## src/rtl/instruction_fetch_unit.sv

```systemverilog
// Instruction fetch stage.
// Owns the program counter, reads one instruction byte per cycle from a byte-wide memory with
// one-cycle read latency, assembles four bytes little-endian into a word, and offers it to the
// control unit over a valid/ready handshake. A branch redirect from downstream restarts fetch at
// the word-aligned target.
//
// Ports:
//   clk_i            clock, all state on rising edge
//   rst_ni           synchronous active-low reset
//   imem_addr_o      byte address to instruction memory (from registered state only)
//   imem_rdata_i     byte returned by memory one cycle after the address
//   instr_o          assembled instruction word
//   instr_pc_o       byte address of the first byte of instr_o
//   instr_valid_o    instr_o / instr_pc_o hold a complete instruction
//   instr_ready_i    control unit accepts instr_o this cycle
//   branch_valid_i   single-cycle redirect request
//   branch_target_i  redirect byte address (low bits forced to word alignment)
module instruction_fetch_unit #(
  parameter int unsigned WordSize           = 32,
  parameter int unsigned InstructDataLength = 8,
  parameter int unsigned InstructMemLength  = 64,
  localparam int unsigned PcW               = $clog2(InstructMemLength)
) (
  input  logic                          clk_i,
  input  logic                          rst_ni,
  output logic [PcW-1:0]                imem_addr_o,
  input  logic [InstructDataLength-1:0] imem_rdata_i,
  output logic [WordSize-1:0]           instr_o,
  output logic [PcW-1:0]                instr_pc_o,
  output logic                          instr_valid_o,
  input  logic                          instr_ready_i,
  input  logic                          branch_valid_i,
  input  logic [PcW-1:0]                branch_target_i
);

  localparam int unsigned Lanes = WordSize / InstructDataLength;
  localparam int unsigned IdxW  = $clog2(Lanes);

  typedef enum logic [1:0] {StFetch, StLast, StValid} state_e;

  state_e                                     state_q, state_d;
  logic [PcW-1:0]                             pc_q, pc_d;
  logic [IdxW-1:0]                            idx_q, idx_d;
  // Only lanes 0..Lanes-2 are buffered; the final byte goes straight into instr_q.
  logic [Lanes-2:0][InstructDataLength-1:0]   lanes_q, lanes_d;
  logic [WordSize-1:0]                        instr_q, instr_d;
  logic [PcW-1:0]                             instr_pc_q, instr_pc_d;
  logic [IdxW-1:0]                            lane_idx;

  // Byte issued on the previous edge lands in the lane one below the current index.
  assign lane_idx = idx_q - IdxW'(1);

  always_comb begin
    state_d    = state_q;
    pc_d       = pc_q;
    idx_d      = idx_q;
    lanes_d    = lanes_q;
    instr_d    = instr_q;
    instr_pc_d = instr_pc_q;

    unique case (state_q)
      StFetch: begin
        if (idx_q != '0) begin
          lanes_d[lane_idx] = imem_rdata_i;
        end
        if (idx_q == IdxW'(Lanes - 1)) begin
          idx_d   = '0;
          state_d = StLast;
        end else begin
          idx_d = idx_q + IdxW'(1);
        end
      end
      StLast: begin
        instr_d    = {imem_rdata_i, lanes_q};
        instr_pc_d = pc_q;
        state_d    = StValid;
      end
      StValid: begin
        if (instr_ready_i) begin
          pc_d    = pc_q + PcW'(Lanes);
          idx_d   = '0;
          state_d = StFetch;
        end
      end
      default: begin
        idx_d   = '0;
        state_d = StFetch;
      end
    endcase

    // Redirect wins over everything except reset; a coincident handshake still counts as taken.
    if (branch_valid_i) begin
      pc_d    = branch_target_i & ~PcW'(Lanes - 1);
      idx_d   = '0;
      state_d = StFetch;
    end
  end

  always_ff @(posedge clk_i) begin
    if (!rst_ni) begin
      state_q    <= StFetch;
      pc_q       <= '0;
      idx_q      <= '0;
      lanes_q    <= '0;
      instr_q    <= '0;
      instr_pc_q <= '0;
    end else begin
      state_q    <= state_d;
      pc_q       <= pc_d;
      idx_q      <= idx_d;
      lanes_q    <= lanes_d;
      instr_q    <= instr_d;
      instr_pc_q <= instr_pc_d;
    end
  end

  // Outside FETCH the address parks on the last byte of the current word.
  always_comb begin
    if (state_q == StFetch) begin
      imem_addr_o = pc_q + PcW'(idx_q);
    end else begin
      imem_addr_o = pc_q + PcW'(Lanes - 1);
    end
  end

  assign instr_o       = instr_q;
  assign instr_pc_o    = instr_pc_q;
  assign instr_valid_o = (state_q == StValid);

endmodule

```

## config.mk

```make
export PLATFORM = sky130hd
export DESIGN_NAME = instruction_fetch_unit
export DESIGN_NICKNAME = d
export VERILOG_FILES = /design/src/rtl/instruction_fetch_unit.sv
export SDC_FILE = /design/constraint.sdc
export NUM_CORES = 1
export LEC_CHECK = 0
export CAP_MARGIN = 20
export CELL_PAD_IN_SITES_DETAIL_PLACEMENT = 1
export CELL_PAD_IN_SITES_GLOBAL_PLACEMENT = 2
export CORE_MARGIN = 1.5
export CORE_UTILIZATION = 32
export DETAILED_ROUTE_END_ITERATION = 7
export GPL_TIMING_DRIVEN = 0
export HOLD_SLACK_MARGIN = 0.15
export PLACE_DENSITY_LB_ADDON = 0.3
export SYNTH_ARGS = -nofsm -noshare
export SYNTH_HDL_FRONTEND = slang
export SYNTH_SLANG_ARGS = --single-unit
```

## constraint.sdc

```tcl
create_clock -name clk_i -period 4.72 [get_ports clk_i]
set_clock_uncertainty 0.2 [all_clocks]
set_input_delay 0.472 -clock clk_i [delete_from_list [all_inputs] [get_ports clk_i]]
set_output_delay 0.472 -clock clk_i [all_outputs]
set_load 0.02 [all_outputs]
```

==> impl_metrics.tcl <==
set metrics [dict create \
    yosys.area_share.xor_xnor_pct 0.626 \
    die-area_mm2 0.00932 \
    rsz0062_at_grt "false" \
    antenna_found_initial 0 \
    cts_buffer_depth 2 \
    final_cell_area_mm2 0.00368 \
    area_growth_pct 31.5 \
    worst_ep_arrival_time_ns 1.72 \
    synth_compound_area_share_pct 18.5 \
    vdd_drop_max_mv 0.126 \
    place.detailed.hpwl_mm 5.29 \
    cts_num_sinks 68 \
    cts_tree "built" \
    synth_area_mm2 0.00280 \
    synthCells 321 \
    start_kind "flip-flop" \
    instances_no_fill 498 \
    slew_violations 0 \
    hold_slack_ns 0.258 \
    synth_most_common_cell "nand2_1" \
    io_buffers 57 \
    cts_buffers 9 \
    utilization_pct 44.1 \
    timing_hold_violations_final 0 \
    synth_top_family_by_area "simple AND/OR/NAND/NOR gates" \
    clk_pin_slew_worst_paths_ns 0.07 \
    nets 414 \
    core-area_mm2 0.00834 \
    fp.dieW_um 96.5 \
    wl_mm 7.41 \
    layout-drive-gt1-share_pct 7.89 \
    grt_usage_pct 17.5 \
    worstPathMaxFanout 10 \
    dr.pass1.iters 4 \
    die_h_um 96.5 \
    routabilityCongestion 0.742 \
    postCtsSetupBuffers 0 \
    multi_input_area_mm2 0.00130 \
    outcome "completed" \
    period_needed_ns 2.39 \
    powerDensity_mw_per_mm2 298 \
    start_util_pct 33.6 \
    setup_viol 0 \
    vias 2333 \
    ys_dominant_reg_cell "dfxtp_1" \
    netlist_top_cells_area "dfxtp_1 (49%), nand2_1 (17%), a21boi_0 (15%)" \
    io_pins 63 \
    fillers 1002 \
    synth_edf_count 0 \
    syn_avg_cell_area_um2 8.72 \
    yosysWarnings 0 \
    remaining_drc_errors 0 \
    synthSimpleGateAreaFrac_pct 23.8 \
    placed_cells 484 \
    ff_latch_area_mm2 0.00136 \
    synthArstFlopShare_pct 0 \
    grt_pass1_vias 2284 \
    clk_latency_ns 0.34 \
    postRouteAntennaNets 0 \
    rows 33 \
    setup_slack_ns 2.33 \
    wl_per_cell_um 14.9 \
    clock.fmax_ghz 0.418 \
    hp-class "flip-flop to flip-flop" \
    dp_slack_ns 2.60 \
    worst_pin_slew_ns 0.596 \
    gr-total-overflow 0 \
    synth-seq-area-share_pct 48.6 \
    slew_headroom_pct 60.3 \
    synthAdderAreaFrac_pct 2.68 \
    p_total_mw 1.10 \
    postPlaceCellArea_mm2 0.00351 \
    clockRootBuffer "clkbuf_8" \
    synth_seq_cells 68 \
    grt_pass1_wl_mm 11.9 \
    p_leak_nw 1.25 \
    grt_max_degree 11 \
    synth_top_area_share_pct 48.6 \
    cts_max_level 3 \
    yosysTopAreaCell "dfxtp_1" \
    synth_common_cells "nand2_1 (126), dfxtp_1 (68), a21boi_0 (56), clkbuf_1 (8)" \
    cts-resized-gates 0 \
    synth_cell_types 29 \
    antennaDiodeCount 0 \
    required_ns 4.05 \
    crit_type "flip-flop to output port" \
    drtIter0Drc 92 \
    tns_ns 0 \
    avgViaCountPerCell 4.68 \
    fin_crit_sh_pct 50.6 \
    end_kind "output port" \
    drv_cap 0 \
    synthMuxAreaShare_pct 0.357 \
    cts_hold_buf 0 \
]
==> layout by cell type, fill, tap and decap left out, drive strengths merged, types with 2 or more instances in the layout <==
master,synthesis,layout
nand2,126,126
dfxtp,68,68
a21boi,60,60
clkdlybuf4s50,0,57
clkbuf,8,21
buf,14,14
o21ai,6,6
ha,6,6
a21oi,5,5
nor2,3,3
nor4b,3,3
or4b,3,3
inv,2,2
nor2b,2,2
xor2,2,2
or3,2,2
conb,1,2
==> power breakdown <==
part | internal (mW) | leakage, nW | switching (mW)
clock network | 0.229 | 0.0876 | 0.213
logic | 0.0328 | 0.617 | 0.0362
registers | 0.579 | 0.549 | 0.00616
total | 0.841 | 1.25 | 0.256
==> logic make-up (layout without fill, tap and decap cells) <==
kind of cell / after synthesis / after routing
adder cells (fa/ha/maj): 6 / 6
AND/OR/NAND/NOR: 145 / 145
other: 1 / 2
XOR/XNOR: 2 / 2
multiplexers: 1 / 1
flip-flops: 68 / 68
buffers and inverters: 25 / 96
AO/OA/AOI/OAI: 73 / 73
==> registers in the layout, summed over array words and instances (netlist names) <==
name,count
idx_q,2
instr_o,32
instr_pc_o,4
lanes_q,24
pc_q,4
state_q,2
==> metal layers <==
layer	wire length, um	share of wire, %	global-route usage (%)
met4	114	1.5	5.80
met1	3600	49	23.5
met2	3460	47	27.4
met3	236	3.2	4.07
met5	0	0	0
==> area by class of cell <==
| cell class | instances | area share, % |
|---|---|---|
| tap | 105 | 3.57 |
| clock inverter | 1 | 0.204 |
| sequential | 68 | 37.0 |
| clock buffer | 13 | 4.59 |
| buffer | 22 | 3.67 |
| multi-input combinational | 229 | 35.2 |
| timing repair buffer | 57 | 15.5 |
| inverter | 3 | 0.306 |
==> final timing paths <==
check | endpoint | start | cells past startpoint | slack, ns
worst max-delay path | imem_addr_o[1] | state_q[1]$_SDFFE_PP0P_ | 4 | 2.33
worst min-delay path | lanes_q[3]$_SDFFE_PN0P_ | lanes_q[3]$_SDFFE_PN0P_ | 2 | 0.26
worst max register to register | lanes_q[12]$_SDFFE_PN0P_ | idx_q[0]$_SDFFE_PP0P_ | 6 | 2.61
worst min register to register | lanes_q[3]$_SDFFE_PN0P_ | lanes_q[3]$_SDFFE_PN0P_ | 2 | 0.26
==> worst max-delay path, cell delays in order, from the launching register on <==
cell and delay (ns):
dfxtp_1 0.40, buf_6 0.20, nor2_1 0.10, nand2_1 0.08, clkdlybuf4s50_1 0.60
Power figures use the tool's default switching activity.
